==> config.mk <==
export PLATFORM = sky130hd
export DESIGN_NAME = carry_select_adder
export DESIGN_NICKNAME = d
export VERILOG_FILES = /design/src/rtl/carry_select_adder_pkg.sv /design/src/rtl/carry_select_adder_rca_block.sv /design/src/rtl/carry_select_adder.sv
export SDC_FILE = /design/constraint.sdc
export NUM_CORES = 1
export LEC_CHECK = 0
export ABC_AREA = 1
export BUFFER_PORTS_ARGS = -buffer_cell sky130_fd_sc_hd__buf_2
export CORE_AREA = 3 3 40 42
export CTS_BUF_LIST = sky130_fd_sc_hd__clkbuf_8
export DETAILED_ROUTE_END_ITERATION = 6
export DIE_AREA = 0 0 43 45
export GPL_TIMING_DRIVEN = 1
export PLACE_DENSITY_LB_ADDON = 0.2
export SKIP_CTS_REPAIR_TIMING = 1
export SYNTH_ARGS = -nofsm -noshare
export SYNTH_HDL_FRONTEND = slang
export SYNTH_SLANG_ARGS = --single-unit
==> constraint.sdc <==
create_clock -name clk -period 0.8 [get_ports clk]
set_clock_uncertainty 0.05 [all_clocks]
set_input_delay 0.2 -clock clk [delete_from_list [all_inputs] [get_ports clk]]
set_output_delay 0.2 -clock clk [all_outputs]
set_load 0.1 [all_outputs]
==> src/rtl/carry_select_adder_pkg.sv <==
// Purpose: shared sizing constants and helpers for the carry-select adder.
// Latency: n/a (package only).
// Backpressure: n/a.
package carry_select_adder_pkg;

  localparam int CSA_DEFAULT_WIDTH = 4;
  localparam int CSA_DEFAULT_BLOCK = 2;

  // Number of carry-select blocks the operand range is cut into.
  function automatic int csa_num_blocks(input int width, input int block);
    return width / block;
  endfunction

endpackage

==> src/rtl/carry_select_adder_rca_block.sv <==
// Purpose: BLOCK-bit ripple-carry adder, the leaf of the carry-select adder.
// Latency: combinational.
// Backpressure: none; pure function of its inputs.
module csa_rca_block
  import carry_select_adder_pkg::*;
#(
  parameter int BLOCK = CSA_DEFAULT_BLOCK
) (
  input  logic [BLOCK-1:0] a,
  input  logic [BLOCK-1:0] b,
  input  logic             cin,
  output logic [BLOCK-1:0] sum,
  output logic             cout
);

  logic [BLOCK:0] c;

  // Ripple the carry from bit 0 upwards through the block.
  always_comb begin
    sum  = '0;
    c    = '0;
    c[0] = cin;
    for (int i = 0; i < BLOCK; i++) begin
      sum[i]   = a[i] ^ b[i] ^ c[i];
      c[i+1]   = (a[i] & b[i]) | (c[i] & (a[i] ^ b[i]));
    end
    cout = c[BLOCK];
  end

endmodule

==> src/rtl/carry_select_adder.sv <==
// Purpose: registered WIDTH-bit carry-select adder, {Cout,S} = A + B + Cin.
// Latency: 1 cycle (2 with CARRY_SELECT_ADDER_INPUT_REG_EN defined); one add per cycle.
// Backpressure: none; every rising clk edge samples new operands.
module carry_select_adder
  import carry_select_adder_pkg::*;
#(
  parameter int WIDTH = CSA_DEFAULT_WIDTH,
  parameter int BLOCK = CSA_DEFAULT_BLOCK
) (
  input  logic             clk,
  input  logic             rst_n,
  input  logic [WIDTH-1:0] A,
  input  logic [WIDTH-1:0] B,
  input  logic             Cin,
  output logic [WIDTH-1:0] S,
  output logic             Cout
);

  localparam int NB = csa_num_blocks(WIDTH, BLOCK);

  if ((BLOCK < 1) || (WIDTH < BLOCK) || ((WIDTH % BLOCK) != 0)) begin : g_bad_params
    $fatal(1, "carry_select_adder: WIDTH must be a nonzero multiple of BLOCK");
  end

  logic [WIDTH-1:0] a_c;
  logic [WIDTH-1:0] b_c;
  logic             cin_c;

`ifdef CARRY_SELECT_ADDER_INPUT_REG_EN
  logic [WIDTH-1:0] a_q;
  logic [WIDTH-1:0] b_q;
  logic             cin_q;

  // Capture operands so the adder core sees a full cycle of settled inputs.
  always_ff @(posedge clk or negedge rst_n) begin
    if (!rst_n) begin
      a_q   <= '0;
      b_q   <= '0;
      cin_q <= 1'b0;
    end else begin
      a_q   <= A;
      b_q   <= B;
      cin_q <= Cin;
    end
  end

  assign a_c   = a_q;
  assign b_c   = b_q;
  assign cin_c = cin_q;
`else
  assign a_c   = A;
  assign b_c   = B;
  assign cin_c = Cin;
`endif

  // Per-block candidate results: lo assumes carry-in 0, hi assumes carry-in 1.
  logic [BLOCK-1:0] sum_lo  [NB];
  logic [BLOCK-1:0] sum_hi  [NB];
  logic             cout_lo [NB];
  logic             cout_hi [NB];

  for (genvar k = 0; k < NB; k++) begin : g_blk
    if (k == 0) begin : g_first
      // Block 0 consumes Cin directly; hi aliases lo since the select
      // chain never picks it (its "carry-in select" is tied low below).
      csa_rca_block #(.BLOCK(BLOCK)) u_rca (
        .a    (a_c[BLOCK-1:0]),
        .b    (b_c[BLOCK-1:0]),
        .cin  (cin_c),
        .sum  (sum_lo[0]),
        .cout (cout_lo[0])
      );
      assign sum_hi[0]  = sum_lo[0];
      assign cout_hi[0] = cout_lo[0];
    end else begin : g_upper
      csa_rca_block #(.BLOCK(BLOCK)) u_rca0 (
        .a    (a_c[k*BLOCK +: BLOCK]),
        .b    (b_c[k*BLOCK +: BLOCK]),
        .cin  (1'b0),
        .sum  (sum_lo[k]),
        .cout (cout_lo[k])
      );
      csa_rca_block #(.BLOCK(BLOCK)) u_rca1 (
        .a    (a_c[k*BLOCK +: BLOCK]),
        .b    (b_c[k*BLOCK +: BLOCK]),
        .cin  (1'b1),
        .sum  (sum_hi[k]),
        .cout (cout_hi[k])
      );
    end
  end

  logic [WIDTH-1:0] sum_c;
  logic             chain;

  // Mux chain: the carry out of each block picks the next block's precomputed result.
  always_comb begin
    sum_c = '0;
    chain = 1'b0;
    for (int k = 0; k < NB; k++) begin
      sum_c[k*BLOCK +: BLOCK] = chain ? sum_hi[k] : sum_lo[k];
      chain                   = chain ? cout_hi[k] : cout_lo[k];
    end
  end

  // Output register; reset clears it immediately without a clock.
  always_ff @(posedge clk or negedge rst_n) begin
    if (!rst_n) begin
      S    <= '0;
      Cout <= 1'b0;
    end else begin
      S    <= sum_c;
      Cout <= chain;
    end
  end

endmodule

==> metrics, run 1 <==
status finished with violations; failing checks setup timing; Peak VDD IR 0.791 mV; Routed WL per cell 7.31 um; Pwr per Cell Area 2460 nW/um2; Min-Delay Endpoint S[1]; Data arrival, critical path 1.61 ns; Mapped Nets 44; Non-Filler Instances 64; core area 1280 um2; H-tree depth 1; Inserted Diodes 0; die width 43 um; Data required, critical path 0.86 ns; fin crit share 194%; Clock Sinks 5; cell repeated most along the worst path fa_2; dpl hpwl 418 um; Synth Register Bits 5; Syn Inst Count 28; register area share after synthesis 44.8%; Post-synth top cells inv_1 (13), dfrtp_1 (5), nand2_1 (4); post-route core utilization 44.5%; total number of vias 220; netlist area before placement 279 um2; Synth Flop Type dfrtp_1; top post-synthesis cells by area dfrtp_1 (45%), fa_1 (22%), inv_1 (17%); asr flop ratio synth 100%; maximum fanout along the worst path 3; cell type with the largest total area after synthesis dfrtp_1; Slew Limit Fails 0; via-per-instance ratio 3.44; startpoint types primary input; max frequency 644 MHz; cell with the most instances after synthesis inv_1; CTS root buf clkbuf_8; DRT antenna net count 0; row cnt 13; vias in the first global route 195; CTS tree built; EDFF count, synth 0; RePlAce Congestion 0.618; filler instances 119; port bufs 15; CP bufs+invs 4; final setup margin -0.753 ns; crit-path cells buf_6 > inv_4 > fa_2 > inv_2 > fa_2 > nand2_2 > o21ai_2 > fa_1 > inv_1; CTS Buffer Depth 2; Hold Crit Class in -> reg; die area 1940 um2; slowest stage delay, CP 0.50 ns; Leak 0.299 nW; Crit path max-delay family adder cells; initial antenna violation count 0; synth warn 0; initial core utilization 21.7%; IO Count 16; Placed Cells 58; largest net degree at the start of global routing 6; router iterations before antenna repair 2; min Tclk post-route 1.55 ns; synth unique cells 6; Reg clk slew, reported paths 0.03 ns; area grow syn2layout 105%; DR DRC count 0; Fin. Hold Viols 0; CTS Buf Count 3; Overall Global Routing Usage 5.38%; unrepaired setup endpoints after global routing true; min-delay src B[1]; Die Y 45 um; Setup CP Type in -> reg; Yosys top cell area share 44.8%; CP startpoint B[0]; Place WS -1.03 ns; Final setup violation count 10; 1st-iter DRT viols 1; Slew @ Worst Pin 0.128 ns; Max stage delay cell, worst path fa_1; final global-route overflow total 0; layout cells sized above 1 65.3%; Worst Hold Path Cells 2; fin nets 66; Slew headroom 91.4%; routed wire length 468 um; Hold Slack 0.259 ns; crit end category register; max-cap violations 0; global-route wire length before repair 724 um; Synth Area per Inst 9.96 um2
through the flow:
stage | area (um2) | TNS [ns] | power, mW
4_1_cts | 528 | -3.81 | 1.39
3_5_place_dp | 483 | -3.79 | 0.955
2_1_floorplan | 314 | -2.66 | 0.711
5_1_grt | 572 | -3.79 | 1.48
3_3_place_gp | 483 | -3.69 | 0.945
6_report | 572 | -3.56 | 1.40
layer usage:
metal | track usage (%) | part of all wire, % | up-vias
li1 | - | - | 114
met1 | 4.70 | 32 | 98
met2 | 8.68 | 61 | 8
met3 | 1.59 | 6.8 | 0
met4 | 7.23 | 0 | 0
met5 | 0 | 0 | -
registers in the layout, indices dropped and copies added (netlist names):
signal,count
Cout,1
S,4
logic make-up after synthesis:
family / synth area share [%]
AOI/OAI and AO/OA: 1.79
adders and majority gates: 30.5
buffers and inverters: 17.5
DFF: 44.8
and+or+nand+nor: 5.38
power breakdown:
group / total, mW / leakage [nW] / switching [mW] / internal, mW
clock: 0.433 / 0.0269 / 0.106 / 0.327
sequential: 0.352 / 0.0539 / 0.0309 / 0.321
combinational: 0.619 / 0.218 / 0.388 / 0.231
worst max path at each step:
stage | end | slack (ns) | cells after the start
final | S[3] | -0.75 | 9
after global routing | S[3] | -0.80 | 9
after CTS | S[3] | -0.81 | 9
after detailed placement | S[3] | -1.03 | 9
after global placement | S[3] | -1.00 | 9
after floorplan | S[3] | -0.83 | 8
cells in the final DEF (no fill, tap or decap):
cell,netlist,final
buf_12,0,5
inv_8,0,1
inv_1,13,10
buf_6,0,3
dfrtp_4,0,5
nand2_2,0,1
clkbuf_8,0,3
fa_2,0,2
inv_2,0,1
fa_1,3,1
buf_2,0,7
dlygate4sd3_1,0,1
buf_4,0,1
inv_4,0,2
ha_1,2,2
o21ai_2,0,1
nand2_1,4,3
cell type report:
type | instances | area (um2) | area share (%)
timing repair buffer | 17 | 186 | 32.6
tap | 15 | 18.8 | 3.28
clock inverter | 1 | 3.75 | 0.656
sequential | 5 | 144 | 25.2
clock buffer | 3 | 41.3 | 7.22
inverter | 13 | 61.3 | 10.7
multi-input combinational | 10 | 116 | 20.4
(Power assumes the default switching activity.)
==> run 2: changes to the inputs <==
- ABC_AREA: 1 -> 0
- TNS_END_PERCENT: not set -> 30
- clock period: 0.8 -> 1.9 ns (I/O delays scaled with it)
==> run 2 against run 1 <==
Against the previous run:
- the flow now finishes without violations
- via count shrank 7.3%
- worst hold slack lost 0.25 ns
- sequential power shrank 64%
==> metrics, run 2 <==
fin nets 60 (was 66); Pwr per Cell Area 1220 nW/um2 (was 2460 nW/um2); Hold Crit Class in -> async (was in -> reg); top post-synthesis cells by area dfrtp_1 (47%), fa_1 (22%), inv_1 (15%) (was dfrtp_1 (45%), fa_1 (22%), inv_1 (17%)); Die Y 45 um (unchanged); EDFF count, synth 0 (unchanged); via-per-instance ratio 3.52 (was 3.44); Slew Limit Fails 0 (unchanged); Max stage delay cell, worst path fa_1 (unchanged); Synth Register Bits 5 (unchanged); Internal 0.296 mW (was 0.880 mW); IO Count 16 (unchanged); RePlAce Congestion 0.642 (was 0.618); synth unique cells 7 (was 6); Mapped Nets 40 (was 44); cell type with the largest total area after synthesis dfrtp_1 (unchanged); CTS Buf Count 3 (unchanged); Sw Ratio 41.8% (was 37.4%); DR DRC count 0 (unchanged); startpoint types primary input (unchanged); total negative slack 0 ns (was -3.56 ns); routed wire length 422 um (was 468 um); largest reg by FF count S (unchanged); Clock Power Share 35.9% (was 30.8%); CP bufs+invs 4 (unchanged); max-cap violations 0 (unchanged); Routed WL per cell 7.28 um (was 7.31 um); placed inst area 372 um2 (was 483 um2); Reg clk slew, reported paths 0.03 ns (about the same); Placed Cells 54 (was 58); min Tclk post-route 1.83 ns; initial antenna violation count 0 (unchanged); Peak VDD IR 0.301 mV (was 0.791 mV); Crit path max-delay family adder cells (unchanged); asr flop ratio synth 100% (unchanged); crit-path cells buf_2 > inv_2 > fa_2 > inv_2 > fa_2 > nand2_1 > o21ai_2 > fa_1 > inv_1 (was buf_6 > inv_4 > fa_2 > inv_2 > fa_2 > nand2_2 > o21ai_2 > fa_1 > inv_1); row cnt 13 (unchanged); biggest regs S x4, Cout x1 (unchanged); area grow syn2layout 54.9% (was 105%); Data required, critical path 1.96 ns (was 0.86 ns); synth warn 0 (unchanged); Reg power frac 25.1% (about the same); Leak 0.243 nW (was 0.299 nW); commonest non-fill, non-tap cell in the layout buf_2 (was inv_1); unrepaired setup endpoints after global routing false (was true); DRT antenna net count 0 (unchanged); Overall Global Routing Usage 5.64% (was 5.38%); CTS Buffer Depth 2 (unchanged); die area 1940 um2 (unchanged); max frequency 546 MHz; total number of vias 204 (was 220); netlist area before placement 269 um2 (was 279 um2); most frequent cells in the layout buf_2 (15), inv_1 (9), dfrtp_1 (5), inv_2 (3), clkbuf_8 (3) (was inv_1 (10), buf_2 (7), dfrtp_4 (5), buf_12 (5)); status complete, no violations (was finished with violations); H-tree depth 1 (unchanged); vias in the first global route 220 (was 195); largest net degree at the start of global routing 6 (unchanged); Slew headroom 67.8% (was 91.4%); Setup CP Type in -> reg (unchanged); cell with the most instances after synthesis inv_1 (unchanged); combinational power share 39.0% (was 44.1%); Slew @ Worst Pin 0.487 ns (was 0.128 ns); Data arrival, critical path 1.89 ns (was 1.61 ns); Post-synth top cells inv_1 (11), dfrtp_1 (5), fa_1 (3) (was inv_1 (13), dfrtp_1 (5), nand2_1 (4)); die width 43 um (unchanged); slowest stage delay, CP 0.47 ns (was 0.50 ns); Fin. Hold Viols 0 (unchanged); Non-Filler Instances 58 (was 64); router iterations before antenna repair 2 (unchanged); crit end category register (unchanged); dpl hpwl 389 um (was 418 um); Yosys top cell area share 46.5% (was 44.8%); Synth Area per Inst 11.2 um2 (was 9.96 um2); final global-route overflow total 0 (unchanged); initial core utilization 20.9% (was 21.7%); Inserted Diodes 0 (unchanged); register area share after synthesis 46.5% (was 44.8%); Syn Inst Count 24 (was 28); layout cells sized above 1 55.8% (was 65.3%); Final setup violation count 0 (was 10); Largest register FFs 4 (unchanged); global-route wire length before repair 717 um (was 724 um); core area 1280 um2 (unchanged); Hold Slack 0.0123 ns (was 0.259 ns); Synth Flop Type dfrtp_1 (unchanged); maximum fanout along the worst path 3 (unchanged); switching power 0.213 mW (was 0.525 mW); Clock Sinks 5 (unchanged); 1st-iter DRT viols 1 (unchanged); Final Instance Area 417 um2 (was 572 um2); CTS tree built (unchanged); port bufs 15 (unchanged); CTS root buf clkbuf_8 (unchanged); fin crit share 96.4%
run 2: cell count changes after synthesis, sizes merged:
| cell | before | now |
|---|---|---|
| inv | 13 | 11 |
| nand2 | 4 | 1 |
| xor2 | 0 | 1 |
run 2: final timing paths:
kind,cells after the start,slack (ns),end,from
min in group clk,2,0.52,S[1],B[1]
worst min-delay path,1,0.01,Cout,rst_n
max in group asynchronous,1,1.66,S[0],rst_n
worst max-delay path,9,0.07,S[3],A[0]
run 2: power by group through the flow:
stage / combinational (mW) / clock, mW / sequential (mW)
after global placement: 0.199 / 0 / 0.129
after CTS: 0.201 / 0.188 / 0.128
after floorplan: 0.0273 / 0 / 0.265
after detailed placement: 0.200 / 0 / 0.130
final: 0.198 / 0.183 / 0.128
after global routing: 0.208 / 0.199 / 0.130
run 2: cells by family after synthesis:
group                      share of synthesized area [%]
and+or+nand+nor                                     1.39
xor gates and xnor gates                            3.26
adders and majority gates                           31.6
buffers and inverters                               15.3
AOI/OAI and AO/OA                                   1.86
DFF                                                 46.5
run 2: cell type report:
cell class | count | area, um2
Clock buffer | 3 | 41.3
Clock inverter | 1 | 3.75
Fill cell | 147 | 868
Inverter | 11 | 41.3
Multi-Input combinational cell | 8 | 111
Sequential cell | 5 | 125
Tap cell | 15 | 18.8
Timing Repair Buffer | 15 | 75.1
run 2: through the flow:
stage / utilization (%) / power (mW) / worst slack [ns]
floorplan: - / 0.292 / -0.00988
global placement: 28.9 / 0.327 / -0.148
detailed placement: 28.9 / 0.330 / -0.165
CTS: 32.4 / 0.517 / 0.0621
global route: 32.4 / 0.538 / 0.0226
finish: 32.4 / 0.509 / 0.0686
run 2: metal layers:
layer / GRT usage (%) / wire (um) / vias up
met4: 7.23 / 6 / 0
met2: 9.58 / 238 / 9
met1: 3.23 / 110 / 93
li1: - / - / 100
met5: 0 / 0 / -
met3: 3.98 / 67 / 2
